--- src/rtl/conv2_pkg.sv ---
// Shared sizing for the conv2 window buffer and the conv2 calculator.
// Holds default image geometry, channel count and the flat window width.
package conv2_pkg;

   localparam int IMG_W       = 13;
   localparam int IMG_H       = 13;
   localparam int NUM_CH      = 8;
   localparam int WINDOW_SIZE = 9 * NUM_CH;

   // Flat bit position of window pixel (r,c) on channel ch; r=0 top row, c=0 left column.
   function automatic int win_bit(input int ch, input int r, input int c);
      return ch * 9 + r * 3 + c;
   endfunction

endpackage

--- src/rtl/conv2_window_buf_if.sv ---
// Pixel stream in, 3x3 window out, between the binarizer, the window buffer
// and the conv2 calculator.
interface conv2_window_buf_if #(
   parameter int NUM_CH = conv2_pkg::NUM_CH
);

   logic                  valid_in;
   logic [NUM_CH-1:0]     pixel_in;
   logic [9*NUM_CH-1:0]   pixel_windows;
   logic                  valid_out_buf;
   logic                  frame_done;

   modport master (
      output valid_in,
      output pixel_in,
      input  pixel_windows,
      input  valid_out_buf,
      input  frame_done
   );

   modport slave (
      input  valid_in,
      input  pixel_in,
      output pixel_windows,
      output valid_out_buf,
      output frame_done
   );

endinterface

--- src/rtl/conv2_line_mem.sv ---
// One image row of NUM_CH-bit pixels; combinational read and clocked write
// at the same address give read-then-write within a cycle. Contents are not reset.
module conv2_line_mem #(
   parameter int IMG_W  = 13,
   parameter int NUM_CH = 8,
   parameter int ADDR_W = 4
) (
   input  logic              clk,
   input  logic              we,
   input  logic [ADDR_W-1:0] addr,
   input  logic [NUM_CH-1:0] wdata,
   output logic [NUM_CH-1:0] rdata
);

   logic [NUM_CH-1:0] mem_q [IMG_W];

   assign rdata = mem_q[addr];

   always_ff @(posedge clk) begin
      if (we) begin
         mem_q[addr] <= wdata;
      end
   end

endmodule

--- src/rtl/conv2_window_buf.sv ---
// Raster-scan 3x3xNUM_CH window generator with two line stores; presents one
// registered window per valid interior pixel, one clock after that pixel.
module conv2_window_buf #(
   parameter int IMG_W  = conv2_pkg::IMG_W,
   parameter int IMG_H  = conv2_pkg::IMG_H,
   parameter int NUM_CH = conv2_pkg::NUM_CH
) (
   input  logic               clk,
   input  logic               rst_n,
   conv2_window_buf_if.slave  bus
);

   import conv2_pkg::*;

   localparam int CW       = (IMG_W > 1) ? $clog2(IMG_W) : 1;
   localparam int RW       = (IMG_H > 1) ? $clog2(IMG_H) : 1;
   localparam int WIN_BITS = 9 * NUM_CH;
   localparam logic [CW-1:0] COL_LAST = CW'(IMG_W - 1);
   localparam logic [RW-1:0] ROW_LAST = RW'(IMG_H - 1);

   logic [CW-1:0]               col_q, col_d;
   logic [RW-1:0]               row_q, row_d;
   logic [NUM_CH-1:0]           line0_rd, line1_rd;
   logic [2:0][2:0][NUM_CH-1:0] win_q, win_d;
   logic [WIN_BITS-1:0]         win_flat;
   logic [WIN_BITS-1:0]         pix_win_q, pix_win_d;
   logic                        valid_out_q, valid_out_d;
   logic                        frame_done_q, frame_done_d;
   logic                        win_ready;

   // line0 holds row r-2, line1 row r-1; line0 is refilled from line1's old value.
   conv2_line_mem #(.IMG_W(IMG_W), .NUM_CH(NUM_CH), .ADDR_W(CW)) u_line0 (
      .clk   (clk),
      .we    (bus.valid_in),
      .addr  (col_q),
      .wdata (line1_rd),
      .rdata (line0_rd)
   );

   conv2_line_mem #(.IMG_W(IMG_W), .NUM_CH(NUM_CH), .ADDR_W(CW)) u_line1 (
      .clk   (clk),
      .we    (bus.valid_in),
      .addr  (col_q),
      .wdata (bus.pixel_in),
      .rdata (line1_rd)
   );

   assign win_ready = bus.valid_in && (row_q >= RW'(2)) && (col_q >= CW'(2));

   always_comb begin
      col_d        = col_q;
      row_d        = row_q;
      win_d        = win_q;
      pix_win_d    = pix_win_q;
      valid_out_d  = 1'b0;
      frame_done_d = 1'b0;
      win_flat     = '0;

      if (bus.valid_in) begin
         for (int r = 0; r < 3; r++) begin
            win_d[r][0] = win_q[r][1];
            win_d[r][1] = win_q[r][2];
         end
         win_d[0][2] = line0_rd;
         win_d[1][2] = line1_rd;
         win_d[2][2] = bus.pixel_in;

         if (col_q == COL_LAST) begin
            col_d = '0;
            row_d = (row_q == ROW_LAST) ? '0 : row_q + RW'(1);
         end else begin
            col_d = col_q + CW'(1);
         end
      end

      for (int ch = 0; ch < NUM_CH; ch++) begin
         for (int r = 0; r < 3; r++) begin
            for (int c = 0; c < 3; c++) begin
               win_flat[win_bit(ch, r, c)] = win_d[r][c][ch];
            end
         end
      end

      // Edge-of-image positions shift the window but never publish it.
      if (win_ready) begin
         pix_win_d    = win_flat;
         valid_out_d  = 1'b1;
         frame_done_d = (row_q == ROW_LAST) && (col_q == COL_LAST);
      end
   end

   always_ff @(posedge clk or negedge rst_n) begin
      if (!rst_n) begin
         col_q        <= '0;
         row_q        <= '0;
         win_q        <= '0;
         pix_win_q    <= '0;
         valid_out_q  <= 1'b0;
         frame_done_q <= 1'b0;
      end else begin
         col_q        <= col_d;
         row_q        <= row_d;
         win_q        <= win_d;
         pix_win_q    <= pix_win_d;
         valid_out_q  <= valid_out_d;
         frame_done_q <= frame_done_d;
      end
   end

   assign bus.pixel_windows = pix_win_q;
   assign bus.valid_out_buf = valid_out_q;
   assign bus.frame_done    = frame_done_q;

endmodule

--- src/flat_wrapper.sv ---
// flat-port wrapper written by rule: the top's interface ports become plain ports
module conv2_window_buf_flat import conv2_pkg::*;
#(
   parameter int IMG_W  = conv2_pkg::IMG_W,
   parameter int IMG_H  = conv2_pkg::IMG_H,
   parameter int NUM_CH = conv2_pkg::NUM_CH
)
  (clk, rst_n, bus_valid_in, bus_pixel_in, bus_pixel_windows, bus_valid_out_buf, bus_frame_done);
  conv2_window_buf_if #(.NUM_CH(NUM_CH)) bus_i ();
  input  logic clk;
  input  logic rst_n;
  input wire logic [$bits(bus_i.valid_in)-1:0] bus_valid_in;
  input wire logic [$bits(bus_i.pixel_in)-1:0] bus_pixel_in;
  output wire logic [$bits(bus_i.pixel_windows)-1:0] bus_pixel_windows;
  output wire logic [$bits(bus_i.valid_out_buf)-1:0] bus_valid_out_buf;
  output wire logic [$bits(bus_i.frame_done)-1:0] bus_frame_done;
  assign bus_i.valid_in = bus_valid_in;
  assign bus_i.pixel_in = bus_pixel_in;
  assign bus_pixel_windows = bus_i.pixel_windows;
  assign bus_valid_out_buf = bus_i.valid_out_buf;
  assign bus_frame_done = bus_i.frame_done;
  conv2_window_buf #(.IMG_W(IMG_W), .IMG_H(IMG_H), .NUM_CH(NUM_CH)) u_core (.clk(clk), .rst_n(rst_n), .bus(bus_i));
endmodule
--- config.mk ---
export PLATFORM = sky130hd
export DESIGN_NAME = conv2_window_buf_flat
export DESIGN_NICKNAME = d
export VERILOG_FILES = /design/src/rtl/conv2_pkg.sv /design/src/rtl/conv2_window_buf_if.sv /design/src/rtl/conv2_line_mem.sv /design/src/rtl/conv2_window_buf.sv /design/src/flat_wrapper.sv
export SDC_FILE = /design/constraint.sdc
export NUM_CORES = 1
export LEC_CHECK = 0
export ABC_AREA = 1
export CORE_MARGIN = 2
export CORE_UTILIZATION = 50
export CTS_CLUSTER_SIZE = 30
export DETAILED_ROUTE_END_ITERATION = 12
export GPL_TIMING_DRIVEN = 0
export MAX_ROUTING_LAYER = met4
export PLACE_DENSITY = 0.71
export SLEW_MARGIN = 25
export SYNTH_ARGS = -nofsm -noshare
export SYNTH_HDL_FRONTEND = slang
export SYNTH_SLANG_ARGS = --single-unit
--- constraint.sdc ---
create_clock -name clk -period 2.15 [get_ports clk]
set_clock_uncertainty 0.05 [all_clocks]
set_input_delay 0.43 -clock clk [delete_from_list [all_inputs] [get_ports clk]]
set_output_delay 0.43 -clock clk [all_outputs]
set_load 0.01 [all_outputs]
==> flow_metrics.env <==
export IMPL_cts_root_buf="clkbuf_16"
export IMPL_status="finished with violations"
export IMPL_r2r_cells=12
export IMPL_core_um2=28900
export IMPL_yosys_area_share_simple_pct=22.9
export IMPL_grt_max_degree=92
export IMPL_drt_wirelength_per_cell_um=18.7
export IMPL_hold_violations=0
export IMPL_multi_input_area_um2=4030
export IMPL_path_class="register to register"
export IMPL_violations="setup timing"
export IMPL_p_int_mw=17.3
export IMPL_seq_area_um2=10100
export IMPL_sw_frac_of_total_pct=36.7
export IMPL_yosys_warnings=0
export IMPL_port_buffers=83
export IMPL_end_kind="register"
export IMPL_synthMuxAreaShare_pct=0
export IMPL_peakVddDrop_uv=672
export IMPL_crit_path_max_fanout=11
export IMPL_num_rows=62
export IMPL_die_area_um2=30900
export IMPL_fmax_mhz=461
export IMPL_ys_seq_area_share_pct=68.5
export IMPL_die_x_um=176
export IMPL_hpwl_um=24000
export IMPL_syn_area_per_cell_um2=10.1
export IMPL_ant_nets=0
export IMPL_mostFrequentLayoutCell="nand2_1"
export IMPL_pwr_share_clk_pct=22.7
export IMPL_tightest_slew_ns=0.817
export IMPL_finalCritPeriodShare_pct=101
export IMPL_synth_cell_types=30
export IMPL_drive_above_1_share_pct=13.3
export IMPL_drt_iter0_markers=1241
export IMPL_switching_power_mw=10.0
export IMPL_syn_to_final_growth_pct=23.7
export IMPL_rsz0062_at_grt="true"
export IMPL_drc=0
export IMPL_clk_latency_ns=0.52
export IMPL_power_density_nw_per_um2=1500
export IMPL_clkTransAtPathRegs_ns=0.06
export IMPL_drt_pass1_iter_count=5
export IMPL_vias_per_cell=5.20
export IMPL_track_usage_pct=25.2
export IMPL_gp_congestion=0.887
export IMPL_timing_final_max_slew_violations=0
export IMPL_cts_tree="yes"
export IMPL_cap_violations=0
export IMPL_cts_buffer_depth=3
export IMPL_fill_cells=2262
export IMPL_fin_crit_ns=2.17
export IMPL_yosys_area_top_type_share_pct=42.3
export IMPL_setup_violations=25
export IMPL_vias=10600
export IMPL_yosysTopAreaCell="edfxtp_1"
export IMPL_die_h_um=176
export IMPL_hold_ws_ns=0.383
export IMPL_p_leak_nw=8.20
export IMPL_diodes=0
export IMPL_syn_area_um2=14800
export IMPL_yosys_area_share_adder_pct=0.594
export IMPL_final_cell_mix="nand2_1, edfxtp_1, dfrtp_1, nand3_1, inv_1"
export IMPL_syn_inst=1455
export IMPL_cp_data_required_time_ns=2.51
export IMPL_worstSetupStartpoint="u_core.col_q[0]$_DFFE_PN0P_"
export IMPL_hold_path_class="primary input to asynchronous set/reset pin"
export IMPL_combPwrFrac_pct=39.0
export IMPL_synth_top_family_by_area="simple AND/OR/NAND/NOR gates"
export IMPL_synth_compound_area_share_pct=2.17
export IMPL_grt_first_pass_wirelength_um=57500
export IMPL_fin_setup_tns_ns=-0.234
export IMPL_postLayoutCoreUtil_pct=63.3
export IMPL_antenna_found_initial=0
export IMPL_finalWorstSetupSlack_ns=-0.0200
export IMPL_clock_sinks=362
export IMPL_synth_xor_area_share_pct=0.0594
export IMPL_htreeDepth=2
export IMPL_place_ws_ns=-0.638
export IMPL_crit_arrival_ns=2.53
export IMPL_num_nets_final=1643
export IMPL_grt_pass1_vias=10300
export IMPL_grt_overflow_total=0
export IMPL_relSlewSlack_pct=45.4
export IMPL_ios=85
export IMPL_worstSetupStartpointType="register"
export IMPL_p_seq_share_pct=38.3
export IMPL_drt_total_wl_um=38100
export IMPL_ys_top_cells_by_area="edfxtp_1, dfrtp_1, nand2_1, nand3_1, inv_1"
export IMPL_synth_fp_nets=1473
export IMPL_start_util_pct=51.1
export IMPL_ys_ff_latch=362
export IMPL_timing_rr_start="u_core.col_q[0]$_DFFE_PN0P_"
export IMPL_cts_buffers=38
[routing by layer]
metal / GRT usage, % / share of wire (%) / vias to the layer above
met5: - / 0 / -
met2: 40.4 / 49 / 453
li1: - / - / 4991
met1: 33.0 / 41 / 5050
met4: 8.57 / 2.9 / 0
met3: 3.94 / 7.5 / 86
[kinds of logic after synthesis]
logic type / count (synthesis)
DFF: 362
buffers and inverters: 183
adders and majority gates: 7
xor gates and xnor gates: 1
and+or+nand+nor: 844
AOI/OAI and AO/OA: 58
[metrics by stage]
step           area, um^2  std cells  total power [mW]
5_1_grt             18300       2036              28.7
3_5_place_dp        16200       1929              19.6
2_1_floorplan       14800       1455              15.7
4_1_cts             17700       2010              26.1
6_report            18300       2036              27.3
3_3_place_gp        16100       1922              19.3
[path summary, 6_finish.rpt]
path	to	slack, ns
worst max register to register	u_core.bus.pixel_windows[28]$_DFFE_PN0P_	-0.02
worst min-delay path	u_core.bus.pixel_windows[12]$_DFFE_PN0P_	0.38
max in group asynchronous	u_core.row_q[1]$_DFFE_PN0P_	0.88
worst max-delay path	u_core.bus.pixel_windows[28]$_DFFE_PN0P_	-0.02
min in group clk	u_core.win_q[2]$_DFF_PN0_	0.42
worst min register to register	u_core.win_q[2]$_DFF_PN0_	0.42
[power by group through the flow]
| stage | Sequential (mW) | Clock (mW) | Combinational, mW |
|---|---|---|---|
| 2_1_floorplan | 10.7 | 0 | 4.99 |
| 3_3_place_gp | 10.5 | 0 | 8.78 |
| 3_5_place_dp | 10.6 | 0 | 9.06 |
| 4_1_cts | 10.4 | 6.27 | 9.40 |
| 5_1_grt | 10.6 | 6.54 | 11.6 |
| 6_report | 10.4 | 6.20 | 10.7 |
[sequential cells by signal (all words and copies together), names as in the netlist]
name                      count
u_core.bus.frame_done         1
u_core.row_q                  4
u_core.u_line0.mem_q        104
u_core.bus.pixel_windows     72
u_core.win_q                 72
u_core.col_q                  4
u_core.bus.valid_out_buf      1
u_core.u_line1.mem_q        104
[synthesized netlist by cell type]
cell	count
nand2_1	650
edfxtp_1	208
dfrtp_1	154
inv_1	109
nand3_1	104
nor2_1	69
buf_2	32
o21ai_0	30
buf_4	18
a21oi_1	9
clkbuf_1	8
or2_2	8
buf_6	7
ha_1	7
o21ai_1	6
a21boi_0	5
inv_2	4
a21boi_1	3
buf_1	3
nand4_1	3
o21a_1	3
and2_1	2
inv_4	2
nor2_2	2
nor2_4	2
nor3_1	2
o22ai_1	2
nand3_4	1
nor2_8	1
xnor2_1	1
[layout make-up]
type	count	area share [%]
clock buffer	55	6.07
timing repair inverter	1	0.0617
tap	384	2.63
clock inverter	12	0.363
sequential	362	55.3
multi-input combinational	911	22.1
timing repair buffer	128	7.99
inverter	115	2.53
buffer	68	2.94
[critical path: stages, from the launching register on]
cell	delay, ns
dfrtp_1	0.41
buf_6	0.17
inv_6	0.06
buf_8	0.14
buf_12	0.15
ha_4	0.17
nor2_4	0.13
nand2_4	0.09
nand3_4	0.23
clkinv_8	0.13
buf_8	0.16
nand2_1	0.08
nand2_1	0.06
[what timing repair did]
item,CTS,global route
hold endpoints to repair,63,0
setup endpoints to repair,288,266
resized for setup,29,77
hold buffers,1,0
buffers inserted,12,20
pin swaps,10,4
gates cloned,1,6
Note: power is estimated with default switching activity, not from simulation.
